$ cat config.mk
export PLATFORM = sky130hd
export DESIGN_NAME = cordic_result_serializer
export DESIGN_NICKNAME = d
export VERILOG_FILES = /design/src/rtl/cordic_pkg.sv /design/src/rtl/cordic_res_fifo.sv /design/src/rtl/cordic_result_serializer.sv
export SDC_FILE = /design/constraint.sdc
export NUM_CORES = 1
export LEC_CHECK = 0
export CAP_MARGIN = 30
export CORE_ASPECT_RATIO = 1.5
export CORE_MARGIN = 5
export CORE_UTILIZATION = 45
export CTS_BUF_LIST = sky130_fd_sc_hd__clkbuf_8
export CTS_CLUSTER_DIAMETER = 40
export CTS_CLUSTER_SIZE = 16
export DETAILED_ROUTE_END_ITERATION = 6
export DONT_BUFFER_PORTS = 1
export SLEW_MARGIN = 10
export SYNTH_ARGS = -nofsm -noshare
export SYNTH_HDL_FRONTEND = slang
export SYNTH_HIERARCHICAL = 1
export SYNTH_SLANG_ARGS = --single-unit
$ cat constraint.sdc
create_clock -name clk -period 3.98 [get_ports clk]
set_clock_uncertainty 0.15 [all_clocks]
set_input_delay 0.398 -clock clk [delete_from_list [all_inputs] [get_ports clk]]
set_output_delay 0.398 -clock clk [all_outputs]
set_load 0.01 [all_outputs]
$ cat src/rtl/cordic_pkg.sv
// Shared types and frame geometry for the CORDIC result serializer.
// CORDIC_SER_HDR_EN adds a one-byte sequence header to every frame.
package cordic_pkg;

    typedef enum logic {
        S_IDLE = 1'b0,
        S_SEND = 1'b1
    } ser_state_e;

    localparam int MAG_TX_W = 16;
    localparam int PHASE_W  = 32;
    localparam int ENTRY_W  = MAG_TX_W + PHASE_W;
    localparam logic [3:0] HDR_MAGIC = 4'hA;

`ifdef CORDIC_SER_HDR_EN
    localparam int FRAME_BYTES = 7;
`else
    localparam int FRAME_BYTES = 6;
`endif

    localparam int FRAME_W = FRAME_BYTES * 8;
    localparam int IDX_W   = 3;

endpackage

$ cat src/rtl/cordic_res_fifo.sv
// Small synchronous FIFO with a combinational head read, so a pop can load
// the serializer on the same edge it is requested.
module cordic_res_fifo #(
    parameter int DATA_W = 48,
    parameter int DEPTH  = 4
) (
    input  logic                       clk,
    input  logic                       rst_n,
    input  logic                       ena,
    input  logic                       push,
    input  logic                       pop,
    input  logic [DATA_W-1:0]          wdata,
    output logic [DATA_W-1:0]          rdata,
    output logic                       full,
    output logic                       empty,
    output logic [$clog2(DEPTH+1)-1:0] count
);

    localparam int AW = $clog2(DEPTH);
    localparam int CW = $clog2(DEPTH + 1);

    logic [DATA_W-1:0] mem_reg [DEPTH];
    logic [AW:0]       wr_ptr_reg;
    logic [AW:0]       rd_ptr_reg;
    logic [AW:0]       diff;

    // A push while full is only legal together with a pop: the slot being
    // overwritten is the head, which has already been read out this cycle.
    always_ff @(posedge clk) begin
        if (ena && push) begin
            mem_reg[wr_ptr_reg[AW-1:0]] <= wdata;
        end
    end

    always_ff @(posedge clk or negedge rst_n) begin
        if (!rst_n) begin
            wr_ptr_reg <= '0;
            rd_ptr_reg <= '0;
        end else if (ena) begin
            if (push) begin
                wr_ptr_reg <= wr_ptr_reg + 1'b1;
            end
            if (pop) begin
                rd_ptr_reg <= rd_ptr_reg + 1'b1;
            end
        end
    end

    assign diff  = wr_ptr_reg - rd_ptr_reg;
    assign count = CW'(diff);
    assign rdata = mem_reg[rd_ptr_reg[AW-1:0]];
    assign empty = (wr_ptr_reg == rd_ptr_reg);
    assign full  = (diff == (AW + 1)'(DEPTH));

endmodule

$ cat src/rtl/cordic_result_serializer.sv
// Queues CORDIC (magnitude, phase) results and streams them out as
// little-endian byte frames; CORDIC_SER_HDR_EN prefixes a {A, seq} header.
module cordic_result_serializer
    import cordic_pkg::*;
#(
    parameter int WIDTH = 16,
    parameter int DEPTH = 4
) (
    input  logic                       clk,
    input  logic                       rst_n,
    input  logic                       ena,
    input  logic                       res_valid,
    input  logic [WIDTH-1:0]           res_mag,
    input  logic [31:0]                res_phase,
    input  logic                       clr_ovf,
    output logic [7:0]                 byte_out,
    output logic                       out_valid,
    input  logic                       out_ready,
    output logic                       overflow,
    output logic [$clog2(DEPTH+1)-1:0] level
);

    ser_state_e          state_reg, state_next;
    logic [FRAME_W-1:0]  shift_reg, shift_next;
    logic [IDX_W-1:0]    idx_reg, idx_next;
    logic [7:0]          byte_out_reg, byte_out_next;
    logic                out_valid_reg, out_valid_next;
    logic                overflow_reg, overflow_next;

    logic                push, pop, load, drop;
    logic                fifo_full, fifo_empty;
    logic [MAG_TX_W-1:0] mag_ext;
    logic [ENTRY_W-1:0]  head;
    logic [FRAME_W-1:0]  load_word;
    logic                fire, last_byte;

    assign mag_ext = MAG_TX_W'($signed(res_mag));

    cordic_res_fifo #(
        .DATA_W (ENTRY_W),
        .DEPTH  (DEPTH)
    ) u_fifo (
        .clk   (clk),
        .rst_n (rst_n),
        .ena   (ena),
        .push  (push),
        .pop   (pop),
        .wdata ({mag_ext, res_phase}),
        .rdata (head),
        .full  (fifo_full),
        .empty (fifo_empty),
        .count (level)
    );

`ifdef CORDIC_SER_HDR_EN
    logic [3:0] seq_reg, seq_next;

    // The sequence number only advances once the header byte is actually taken.
    always_comb begin
        seq_next = seq_reg;
        if (ena && state_reg == S_SEND && fire && idx_reg == '0) begin
            seq_next = seq_reg + 4'd1;
        end
    end

    always_ff @(posedge clk or negedge rst_n) begin
        if (!rst_n) begin
            seq_reg <= '0;
        end else begin
            seq_reg <= seq_next;
        end
    end

    assign load_word = {head[PHASE_W-1:0], head[ENTRY_W-1:PHASE_W], HDR_MAGIC, seq_reg};
`else
    assign load_word = {head[PHASE_W-1:0], head[ENTRY_W-1:PHASE_W]};
`endif

    assign fire      = out_valid_reg && out_ready;
    assign last_byte = (idx_reg == IDX_W'(FRAME_BYTES - 1));

    always_comb begin
        state_next     = state_reg;
        shift_next     = shift_reg;
        idx_next       = idx_reg;
        byte_out_next  = byte_out_reg;
        out_valid_next = out_valid_reg;
        overflow_next  = overflow_reg;
        load           = 1'b0;
        pop            = 1'b0;
        push           = 1'b0;
        drop           = 1'b0;

        if (ena) begin
            case (state_reg)
                S_IDLE: begin
                    if (!fifo_empty) begin
                        load = 1'b1;
                    end
                end
                S_SEND: begin
                    if (fire) begin
                        if (!last_byte) begin
                            byte_out_next = shift_reg[7:0];
                            shift_next    = shift_reg >> 8;
                            idx_next      = idx_reg + 1'b1;
                        end else if (!fifo_empty) begin
                            load = 1'b1;
                        end else begin
                            state_next     = S_IDLE;
                            out_valid_next = 1'b0;
                            byte_out_next  = '0;
                            idx_next       = '0;
                        end
                    end
                end
                default: state_next = S_IDLE;
            endcase

            // Byte 0 goes straight to the output; the shift register keeps the rest.
            if (load) begin
                pop            = 1'b1;
                shift_next     = load_word >> 8;
                byte_out_next  = load_word[7:0];
                idx_next       = '0;
                out_valid_next = 1'b1;
                state_next     = S_SEND;
            end

            push = res_valid && (!fifo_full || pop);
            drop = res_valid && fifo_full && !pop;

            if (drop) begin
                overflow_next = 1'b1;
            end else if (clr_ovf) begin
                overflow_next = 1'b0;
            end
        end
    end

    always_ff @(posedge clk or negedge rst_n) begin
        if (!rst_n) begin
            state_reg     <= S_IDLE;
            shift_reg     <= '0;
            idx_reg       <= '0;
            byte_out_reg  <= '0;
            out_valid_reg <= 1'b0;
            overflow_reg  <= 1'b0;
        end else begin
            state_reg     <= state_next;
            shift_reg     <= shift_next;
            idx_reg       <= idx_next;
            byte_out_reg  <= byte_out_next;
            out_valid_reg <= out_valid_next;
            overflow_reg  <= overflow_next;
        end
    end

    assign byte_out  = byte_out_reg;
    assign out_valid = out_valid_reg;
    assign overflow  = overflow_reg;

endmodule

# Yosys cells after proc, flatten, opt, wreduce, memory -nomap -nowiden
# Memory sizes are Yosys's and may differ from the RTL's.
# Index checks and enable logic that the tools add are counted.
[totals] register_bits=68 ram_bits=192 out_inout_bits=13 elab_cells=74 n_memories=1
[classes] addsub=4 eq_ne=5 n_mux=36 bitwise=1 reduce_logical=19
[memory_table] name="u_fifo.mem_reg" words=4 width=48 rd=1 rd_clocked_by_memory_dff=0 write_ports=1 line_no="cordic_res_fifo.sv:22" rtl="logic [DATA_W-1:0] mem_reg [DEPTH];"
[op_table] operator="48-bit 2-to-1 mux" n=4
[op_table] operator="8-bit 2-to-1 mux" n=5
[op_table] operator="1-bit 2-to-1 mux" n=21
[op_table] operator="3-bit 2-to-1 mux" n=5
[op_table] operator="2-bit nonzero test" n=5
[op_table] operator="3-bit by 1-bit adder with 3-bit output (second input constant)" n=3
[op_table] operator="4-bit AND reduction" n=2
[op_table] operator="3-bit == test (second input constant)" n=2
[op_table] operator="2-bit AND reduction" n=3
[op_table] operator="1-bit logical AND" n=5
[op_table] operator="5-bit AND reduction" n=1
[op_table] operator="3-bit == test" n=1
[op_table] operator="3-bit by 2-bit != test with 1-bit output (second input constant)" n=1
[op_table] operator="3-bit subtractor" n=1
[op_table] operator="1-bit zero test" n=2
[op_table] operator="2-bit by 1-bit != test with 1-bit output (second input constant)" n=1
[op_table] operator="1-bit case mux with 2 select lines" n=1
[op_table] operator="1-bit logical OR" n=1
[op_table] operator="1-bit inverter" n=1

# Logic depth before layout (Yosys ltp)
# Gate-level depths: netlist (run 1).
[logic_depth] word_depth=14 depth_mapped=12 depth_no_buf=9

# Hierarchy
# Netlist (run 1), hierarchy kept.
[by_module_without_submodules] module="cordic_res_fifo" n_inst=1 cells_each=291 area_each_um2=7375.8
[by_module_without_submodules] module="cordic_result_serializer" n_inst=1 cells_each=260 area_each_um2=2534.9

# Worst setup path before layout (run 1)
# Ideal clock, no wire load.
[synth_path] kind="reg2reg" startpoint="register u_fifo.rd_ptr_reg[1]" endpoint="memory u_fifo.mem_reg[3][0], enable pin" setup_ps=412 arrival_time_ps=3332 required_time_ps=3418 setup_slack_ps=86 stages_incl_launch_ff=12 synth_period_minus_slack_ps=3894 path_cell_list="dfrtp_1 -> buf_2 -> clkbuf_1 -> inv_1 -> ha_1 -> nand2_1 -> nor2_1 -> and3b_1 -> a21oi_4 -> buf_6 -> a21oi_1 -> and3_1"
[synth_between] elab_chain_len=14
[synth_lines] element="start, declared" line_no="cordic_res_fifo.sv:24" rtl="logic [AW:0] rd_ptr_reg;"
[synth_lines] element="start signal, assigned" line_no="cordic_res_fifo.sv:44" rtl="rd_ptr_reg <= rd_ptr_reg + 1'b1;"
[synth_lines] element="3-bit == test *" line_no="cordic_res_fifo.sv:52" rtl="assign empty = (wr_ptr_reg == rd_ptr_reg);"
[synth_lines] element="named net fifo_empty" line_no="cordic_result_serializer.sv:31" rtl="logic fifo_full, fifo_empty;"
[synth_lines] element="1-bit 2-to-1 mux *" line_no="cordic_result_serializer.sv:97, cordic_result_serializer.sv:107"
[synth_lines] element="1-bit 2-to-1 mux" line_no="cordic_result_serializer.sv:103" rtl="if (!last_byte) begin"
[synth_lines] element="1-bit 2-to-1 mux" line_no="cordic_result_serializer.sv:102" rtl="if (fire) begin"
[synth_lines] element="1-bit case mux with 2 select lines *" line_no="cordic_result_serializer.sv:95" rtl="case (state_reg)"
[synth_lines] element="1-bit 2-to-1 mux *" line_no="cordic_result_serializer.sv:94" rtl="if (ena) begin"
[synth_lines] element="1-bit 2-to-1 mux *" line_no="cordic_result_serializer.sv:121" rtl="if (load) begin"
[synth_lines] element="1-bit 2-to-1 mux *" line_no="cordic_result_serializer.sv:94"
[synth_lines] element="1-bit logical OR *" line_no="cordic_result_serializer.sv:130" rtl="push = res_valid && (!fifo_full || pop);"
[synth_lines] element="1-bit logical AND *" line_no="cordic_result_serializer.sv:130"
[synth_lines] element="1-bit 2-to-1 mux *" line_no="cordic_result_serializer.sv:94"
[synth_lines] element="named net push" line_no="cordic_result_serializer.sv:30" rtl="logic push, pop, load, drop;"
[synth_lines] element="1-bit logical AND *" line_no="cordic_res_fifo.sv:30" rtl="if (ena && push) begin"
[synth_lines] element="1-bit 2-to-1 mux *" line_no="cordic_res_fifo.sv:30"
[synth_lines] element="1-bit 2-to-1 mux (not written as such) *" line_no="cordic_res_fifo.sv:31" rtl="mem_reg[wr_ptr_reg[AW-1:0]] <= wdata;"
[synth_lines] element="end, declared" line_no="cordic_res_fifo.sv:22"
# The timed path passes the listed nets; every way through them passes the cells marked *. The select of a mux whose other input is x is not followed.

# Final worst setup path (run 1)
[layout_path] startpoint="register u_fifo.wr_ptr_reg[0]" endpoint="memory u_fifo.mem_reg[3][27], enable pin"
[layout_lines] element="start, declared" line_no="cordic_res_fifo.sv:23" rtl="logic [AW:0] wr_ptr_reg;"
[layout_lines] element="start signal, assigned" line_no="cordic_res_fifo.sv:41" rtl="wr_ptr_reg <= wr_ptr_reg + 1'b1;"
[layout_lines] element="3-bit subtractor" line_no="cordic_res_fifo.sv:49" rtl="assign diff = wr_ptr_reg - rd_ptr_reg;"
[layout_lines] element="named net level[1]" line_no="cordic_result_serializer.sv:20" rtl="output logic [$clog2(DEPTH+1)-1:0] level"
[layout_lines] element="3-bit == test" line_no="cordic_res_fifo.sv:53" rtl="assign full = (diff == (AW + 1)'(DEPTH));"
[layout_lines] element="named net fifo_full" line_no="cordic_result_serializer.sv:31"
[layout_lines] element="1-bit zero test" line_no="cordic_result_serializer.sv:130"
[layout_lines] element="1-bit logical OR" line_no="cordic_result_serializer.sv:130"
[layout_lines] element="1-bit logical AND" line_no="cordic_result_serializer.sv:130"
[layout_lines] element="1-bit 2-to-1 mux" line_no="cordic_result_serializer.sv:94"
[layout_lines] element="named net push" line_no="cordic_result_serializer.sv:30"
[layout_lines] element="1-bit logical AND" line_no="cordic_res_fifo.sv:30"
[layout_lines] element="1-bit 2-to-1 mux" line_no="cordic_res_fifo.sv:30"
[layout_lines] element="1-bit 2-to-1 mux (not written as such)" line_no="cordic_res_fifo.sv:31"
# The timed path passes the listed nets, and every way through them passes these cells. The select of a mux whose other input is x is not followed.

==> results of run 1 <==
-- synth_stat cells (2+ instances only) --
cell type  number
dfrtp_1        60
o21ai_0         7
and3_1          5
a21o_1          4
a31oi_1        28
and3b_1         2
nand3b_1        2
buf_6           6
a21o_2          6
mux4_1          2
buf_12          2
a22o_1          9
xor2_1          2
xnor2_1         4
nor2_4          2
mux4_2         46
mux2_2          2
edfxtp_1      192
buf_2           7
nand3_1         2
buf_4           9
clkbuf_1        4
ha_1            7
nor2_1         35
a22o_2          7
a31oi_2         4
nand2_1        75
inv_1           8
-- metrics by stage --
stage	setup WS, ns	total power [mW]	hold slack, ns	cell area, um^2
finish	0.403	7.14	0.0948	11300
detailed placement	0.402	5.40	-0.0461	10200
CTS	0.386	7.25	0.0600	11300
floorplan	0.0862	4.96	-0.0476	9910
global route	0.174	7.55	0.120	11300
global placement	0.509	5.33	-0.0459	10100
-- report_power, final --
group	switching, mW	internal (mW)
sequential	0.271	3.24
clock	0.947	0.820
combinational	0.977	0.889
total	2.20	4.94
-- area by class of cell --
cell class | count | area [um^2]
tap | 272 | 340
clock buffer | 27 | 372
fill | 1767 | 10400
multi-input combinational | 263 | 2390
clock inverter | 17 | 199
inverter | 8 | 30.0
sequential | 252 | 7270
timing repair buffer | 67 | 676
-- worst max-delay path: stages, from the launching register on --
cell	delay, ns
dfrtp_1	0.44
inv_1	0.14
ha_1	0.16
inv_1	0.05
fa_1	0.59
nand3b_1	0.14
mux2i_1	0.08
a21oi_1	0.31
and3_2	0.83
buf_4	0.36
-- path summary, 6_finish.rpt --
| path | from | to | slack (ns) | cells past startpoint |
|---|---|---|---|---|
| min reg2reg | u_fifo/wr_ptr_reg[2] | u_fifo/wr_ptr_reg[2] | 0.34 | 1 |
| max | u_fifo/wr_ptr_reg[0] | u_fifo/mem_reg[3][27] | 0.40 | 9 |
| max reg2reg | u_fifo/wr_ptr_reg[0] | u_fifo/mem_reg[3][27] | 0.40 | 9 |
| max in group asynchronous | rst_n | u_fifo/rd_ptr_reg[0] | 3.16 | 2 |
| min in group asynchronous | rst_n | idx_reg[1] | 0.25 | 2 |
| min | ena | idx_reg[0] | 0.09 | 3 |
-- cells by family (layout without fill, tap and decap cells) --
logic type / Yosys count / after routing
XOR/XNOR: 6 / 6
multiplexers: 51 / 51
adder cells (fa/ha/maj): 8 / 8
AO/OA/AOI/OAI: 72 / 72
AND/OR/NAND/NOR: 126 / 126
flip-flops: 252 / 252
buffers and inverters: 36 / 119
-- repair_timing --
action / CTS / global route
hold buffers: 54 / 0
hold endpoints to repair: 260 / 0
setup buffers: 0 / 0
-- per-layer routing --
layer / part of all wire, % / global-route usage [%] / vias to the layer above / routed length (um)
met5: 0 / 0 / - / 0
met1: 39 / 18.7 / 2631 / 7540
met2: 56 / 29.5 / 116 / 10900
met3: 4.1 / 2.49 / 23 / 795
li1: - / - / 2261 / -
met4: 1.3 / 3.28 / 0 / 259
==> summary.txt, run 1 <==
Place
  – Port Buffers: 0
  – DP Cell Count: 808
  – Detail Placement HPWL: between 10000 and 15000 um
  – Final Wtd Congestion: 0.777

Global route
  – Grt total ovfl: 0
  – Vias in the first global route: 5483
  – GR Util All Layers: between 15 and 20%
  – Global-route wire length before repair: 31100 um
  – Initial antenna violation count: 0
  – Largest net degree at the start of global routing: 61

Setup path
  – Crit path max fanout: 29
  – Critical Path Sink Type: flop
  – Worst path arrival time: 3.65 ns
  – Setup CP Type: reg -> reg
  – CP required: between 4 and 5 ns
  – Kind of start point of the critical path: flop

Cells and area
  – Layout Utilization: 51.9%
  – Area Overhead vs Synth: 13.8%
  – Most common cell after layout, fill and taps aside: edfxtp_1
  – Final Instance Count excl. Fillers: 906
  – Fraction of layout cells with a size suffix above 1: 21.8%
  – Nets@finish: 680
  – Max FFs per register: 192
  – Most frequent cells in the layout: 192 x edfxtp_1, 75 x nand2_1, 58 x dfrtp_1
  – Ant diodes: 0

Routing
  – Via-to-Cell Ratio: 5.55
  – Wire per inst: 21.5 um
  – Drt total wl: between 15000 and 20000 um
  – First drt pass iteration count: 4
  – Routed Antenna Nets: 0
  – DR iter-0 viols: 307
  – DR vias: 5031
  – DRC: 0

CTS
  – TritonCTS sink count: 252
  – Root Buffer: clkbuf_8
  – CTS Buf Count: 26
  – Insertion delay to the later sink of the worst-skew pair: 0.54 ns
  – Resize count post-CTS: 0
  – CTS tree: done
  – H-tree level count: 1
  – Clk slew on worst S/H paths: 0.08 ns
  – Longest Clk Path Bufs: 3

Logic synthesis
  – Post-synthesis simple-gate area fraction: 5.42%
  – Post-synthesis mux area share: 11.3%
  – Compound-Gate Fraction of Synth Area: 5.76%
  – Syn Area/Cell: around 18 um^2
  – Synth top area cells: edfxtp_1 58%, dfrtp_1 15%, mux4_2 10%
  – Adder-Cell Fraction of Synth Area: between 1 and 1.5%
  – Post-Synthesis Cells: 551
  – Mapped Nets: 613
  – Synth Area in XOR/XNOR: 0.530%
  – Main synth FF type: edfxtp_1
  – Post-synth cell types: 40
  – Most area-hungry cell type in the Yosys netlist: edfxtp_1
  – Main combinational cell family by area after synthesis: multiplexers
  – Cell Area, Synth: 9910 um^2
  – Synth async-reset ratio: 23.8%
  – Syn. warnings: 6
  – Seq/Total Area, Yosys: 73.3%
  – #FFs+latches synth: 252
  – Synth top area share: 58.2%
  – EDFF count, synth: 192

Outcome
  – Status: complete, no violations

Pwr
  – Peak supply drop: 0.000327 V
  – Leakage: 3.91 nW
  – PD cells: 633 nW/um^2

STA
  – RSZ-0062 raised after global routing: false
  – Final setup fails: 0
  – Max-slew violations: 0
  – Crit share post-route: 89.9%
  – Worst-Margin Slew: between 0.8 and 0.9 ns
  – Peak Freq: 280 MHz
  – Slew HR: a little over two fifths
  – Setup TNS: 0 ns
  – Crit path time final: 3.58 ns
  – Final hold vios: 0

Run
  – MaxCap Viol Count: 0

Die
  – Core Footprint: 21700 um^2
  – IO Pins: between 60 and 70
  – Initial Util: 45.6%
  – Die width: 131 um
  – Num rows: 66
  – Die Ht: 192 um
  – Die area: about 25000 um^2

Worst hold path
  – Hold Crit Class: in -> reg
Note: power is estimated with default switching activity, not from simulation.
==> run 2, diff against run 1 <==
ABC_AREA = 1   (was not set)
==> run 2 against run 1 <==
  * Utilization increased by 0.13 points
  * Cell area is 6.4% higher
  * Routed wire length up 16%
  * Power increased by 8.6%
  * First-iteration DRC count increased by 69%
  * Worst setup slack better by 0.16 ns
  * Maximum frequency grew 4.8%
  * Area after synthesis increased by 6.2%
  * Worst hold slack lost 0.050 ns
==> summary.txt, run 2 <==
Pwr
  – Clock power share: 25.8% (+1.1 points)
  – Leakage: 4.60 nW (+17%)
  – Sw Ratio: 36.0% (+5.3 points)
  – PD cells: 645 nW/um^2 (+2.0%)
  – Sequential Power Share: 43.9% (-5.2 points)
  – Sw Pwr: 2.79 mW (+27%)
  – Peak supply drop: 0.000394 V (+21%)
  – PnR Total Power: 7.75 mW (+8.6%)
  – P_int: 4.96 mW (+0.27%)
  – Comb power frac: 30.3% (+4.2 points)

Global route
  – GR Util All Layers: 16.9% (+1.3 points)
  – Vias in the first global route: 6904 (+26%)
  – Global-route wire length before repair: 36300 um (+17%)
  – Largest net degree at the start of global routing: 98 (+61%)
  – Initial antenna violation count: 0 (unchanged)
  – Grt total ovfl: 0 (unchanged)

Place
  – Port Buffers: 0 (unchanged)
  – DP Cell Count: 1222 (+51%)
  – Detail Placement HPWL: 13500 um (+6.5%)
  – Final Wtd Congestion: 0.761 (-2.0%)

CTS
  – Insertion delay to the later sink of the worst-skew pair: 0.57 ns (+0.03 ns)
  – CTS tree: done
  – Setup Fix Bufs, Post-CTS: 0 (unchanged)
  – CTS Buf Count: 27 (+3.8%)
  – TritonCTS sink count: 252 (unchanged)
  – Root Buffer: clkbuf_8
  – Longest Clk Path Bufs: 3 (unchanged)
  – Clk slew on worst S/H paths: 0.09 ns (about the same)
  – H-tree level count: 1 (unchanged)

STA
  – Final hold vios: 0 (unchanged)
  – Peak Freq: 293 MHz (+4.8%)
  – Crit path time final: 3.41 ns (-0.163 ns)
  – Slew HR: 58.0% (+15 points)
  – Max-slew violations: 0 (unchanged)
  – Hold Slack: 0.0453 ns (-0.0496 ns)
  – Worst-Margin Slew: 0.627 ns (-0.226 ns)
  – Crit share post-route: 85.8% (-4.1 points)
  – RSZ-0062 raised after global routing: false
  – Final setup fails: 0 (unchanged)

Routing
  – Routed Antenna Nets: 0 (unchanged)
  – Routed length on met2: 11900 um (+8.8%)
  – Metal3 WL: 875 um (+10%)
  – Via-to-Cell Ratio: 5.24 (-5.6%)
  – DR iter-0 viols: 520 (+69%)
  – First drt pass iteration count: 4 (unchanged)
  – Drt total wl: 22700 um (+16%)
  – Metal-1 WL: 9470 um (+26%)
  – DR vias: 6948 (+38%)
  – Wire per inst: 17.1 um (-20%)
  – Max layer used: met4
  – DRC: 0 (unchanged)

Setup path
  – Worst path arrival time: 3.46 ns (-0.19 ns)
  – Kind of start point of the critical path: flop
  – Setup CP Type: reg -> reg
  – Critical Path Sink Type: flop
  – Worst R2R Start: u_fifo/wr_ptr_reg[0]
  – Worst Setup SP: u_fifo/wr_ptr_reg[0]
  – CP required: 4.03 ns (-0.03 ns)
  – Crit path max fanout: 33 (+14%)

Logic synthesis
  – Most frequent cell after synthesis: edfxtp_1
  – Synth async-reset ratio: 23.8% (unchanged)
  – Syn. warnings: 6 (unchanged)
  – Post-Synthesis Cells: 944 (+71%)
  – Cell Area, Synth: 10500 um^2 (+6.2%)
  – Mapped Nets: 1006 (+64%)
  – Most area-hungry cell type in the Yosys netlist: edfxtp_1
  – EDFF count, synth: 192 (unchanged)
  – Post-synth cell types: 31 (-23%)
  – #FFs+latches synth: 252 (unchanged)
  – Seq/Total Area, Yosys: 69.0% (-4.3 points)
  – Main synth FF type: edfxtp_1
  – Commonest cells in the netlist: 192 x edfxtp_1, 186 x nand2_1, 150 x nor2_1
  – Syn Area/Cell: 11.2 um^2 (-38%)
  – Synth top area cells: edfxtp_1 55%, dfrtp_1 14%, nand2_1 6.6%
  – Synth top area share: 54.8% (-3.4 points)

Cells and area
  – Most common cell after layout, fill and taps aside: edfxtp_1
  – Fraction of layout cells with a size suffix above 1: 8.51% (-13 points)
  – Most frequent cells in the layout: 192 x edfxtp_1, 186 x nand2_1, 146 x nor2_1
  – Ant diodes: 0 (unchanged)
  – Final Instance Count excl. Fillers: 1326 (+46%)
  – Max FFs per register: 192 (unchanged)
  – Area Overhead vs Synth: 14.0%
  – Nets@finish: 1052 (+55%)

Run
  – MaxCap Viol Count: 0 (unchanged)

Die
  – Initial Util: 45.7% (about the same)
  – Die area: 26600 um^2 (+5.8%)
  – Die width: 135 um (+2.8%)
  – Core Footprint: 23100 um^2 (+6.2%)
  – Num rows: 68 (+3.0%)
  – IO Pins: 67 (unchanged)
  – Die Ht: 197 um (+2.9%)

Worst hold path
  – Hold Crit Class: in -> reg
  – Hold_sp: ena

Outcome
  – Status: complete, no violations
## run 2: final timing paths
check,depth (start not counted),to,slack (ns)
min in group asynchronous,2,u_fifo/rd_ptr_reg[2],0.21
worst max register to register,10,u_fifo/mem_reg[2][13],0.57
worst min-delay path,4,byte_out[3],0.05
worst max-delay path,10,u_fifo/mem_reg[2][13],0.57
max in group asynchronous,2,u_fifo/rd_ptr_reg[0],3.20
worst min register to register,2,shift_reg[36],0.36
## run 2: worst max-delay path, cell delays in order (launching register included)
cell and delay [ns]:
dfrtp_1 0.41, inv_1 0.15, ha_1 0.17, inv_1 0.05, fa_1 0.57, or2_2 0.14, a21oi_1 0.05, a21oi_1 0.14
nand2_1 0.13, nor2_4 0.50, buf_4 0.57
## run 2: timing repair
item	in CTS	in global routing
hold buffers	53	0
hold endpoints to repair	257	0
resized for setup	0	0
## run 2: cell families (layout without fill, tap and decap cells)
group                    after synthesis  in the layout  share of synthesized area [%]
AND/OR/NAND/NOR                      445            445                           18.0
XOR/XNOR                               5              5                          0.416
adder cells (fa/ha/maj)                8              8                           1.02
buffers and inverters                 78            145                           4.02
flip-flops                           252            252                           69.0
AO/OA/AOI/OAI                        156            156                           7.56
## run 2: power groups by stage
stage	combinational [mW]	sequential, mW	clock, mW
after floorplan	1.78	3.41	0
final	2.35	3.40	2.00
after global routing	2.66	3.44	2.15
after detailed placement	2.28	3.46	0
after global placement	2.26	3.44	0
after CTS	2.37	3.40	2.05
## run 2: area by class of cell
class / instances / area (um^2)
clock inverter: 23 / 295
inverter: 21 / 81.3
tap: 315 / 394
multi-input combinational: 614 / 2870
clock buffer: 27 / 372
timing repair buffer: 74 / 726
sequential: 252 / 7270
fill: 2043 / 11000
## run 2: routing by layer
layer / track usage (%) / vias up
li1: - / 3378
met1: 21.6 / 3391
met2: 29.9 / 143
met3: 2.45 / 36
met4: 4.91 / 0
met5: 0 / -
## run 2: per-stage QoR
step                setup slack (ns)  TNS, ns  area (um^2)  utilization, %
floorplan                     -0.542   -78.00        10500               -
global placement               0.649        0        10800            46.7
detailed placement             0.543        0        10800            46.7
CTS                            0.525        0        12000            52.0
global route                   0.395        0        12000            52.1
finish                         0.566        0        12000            52.1
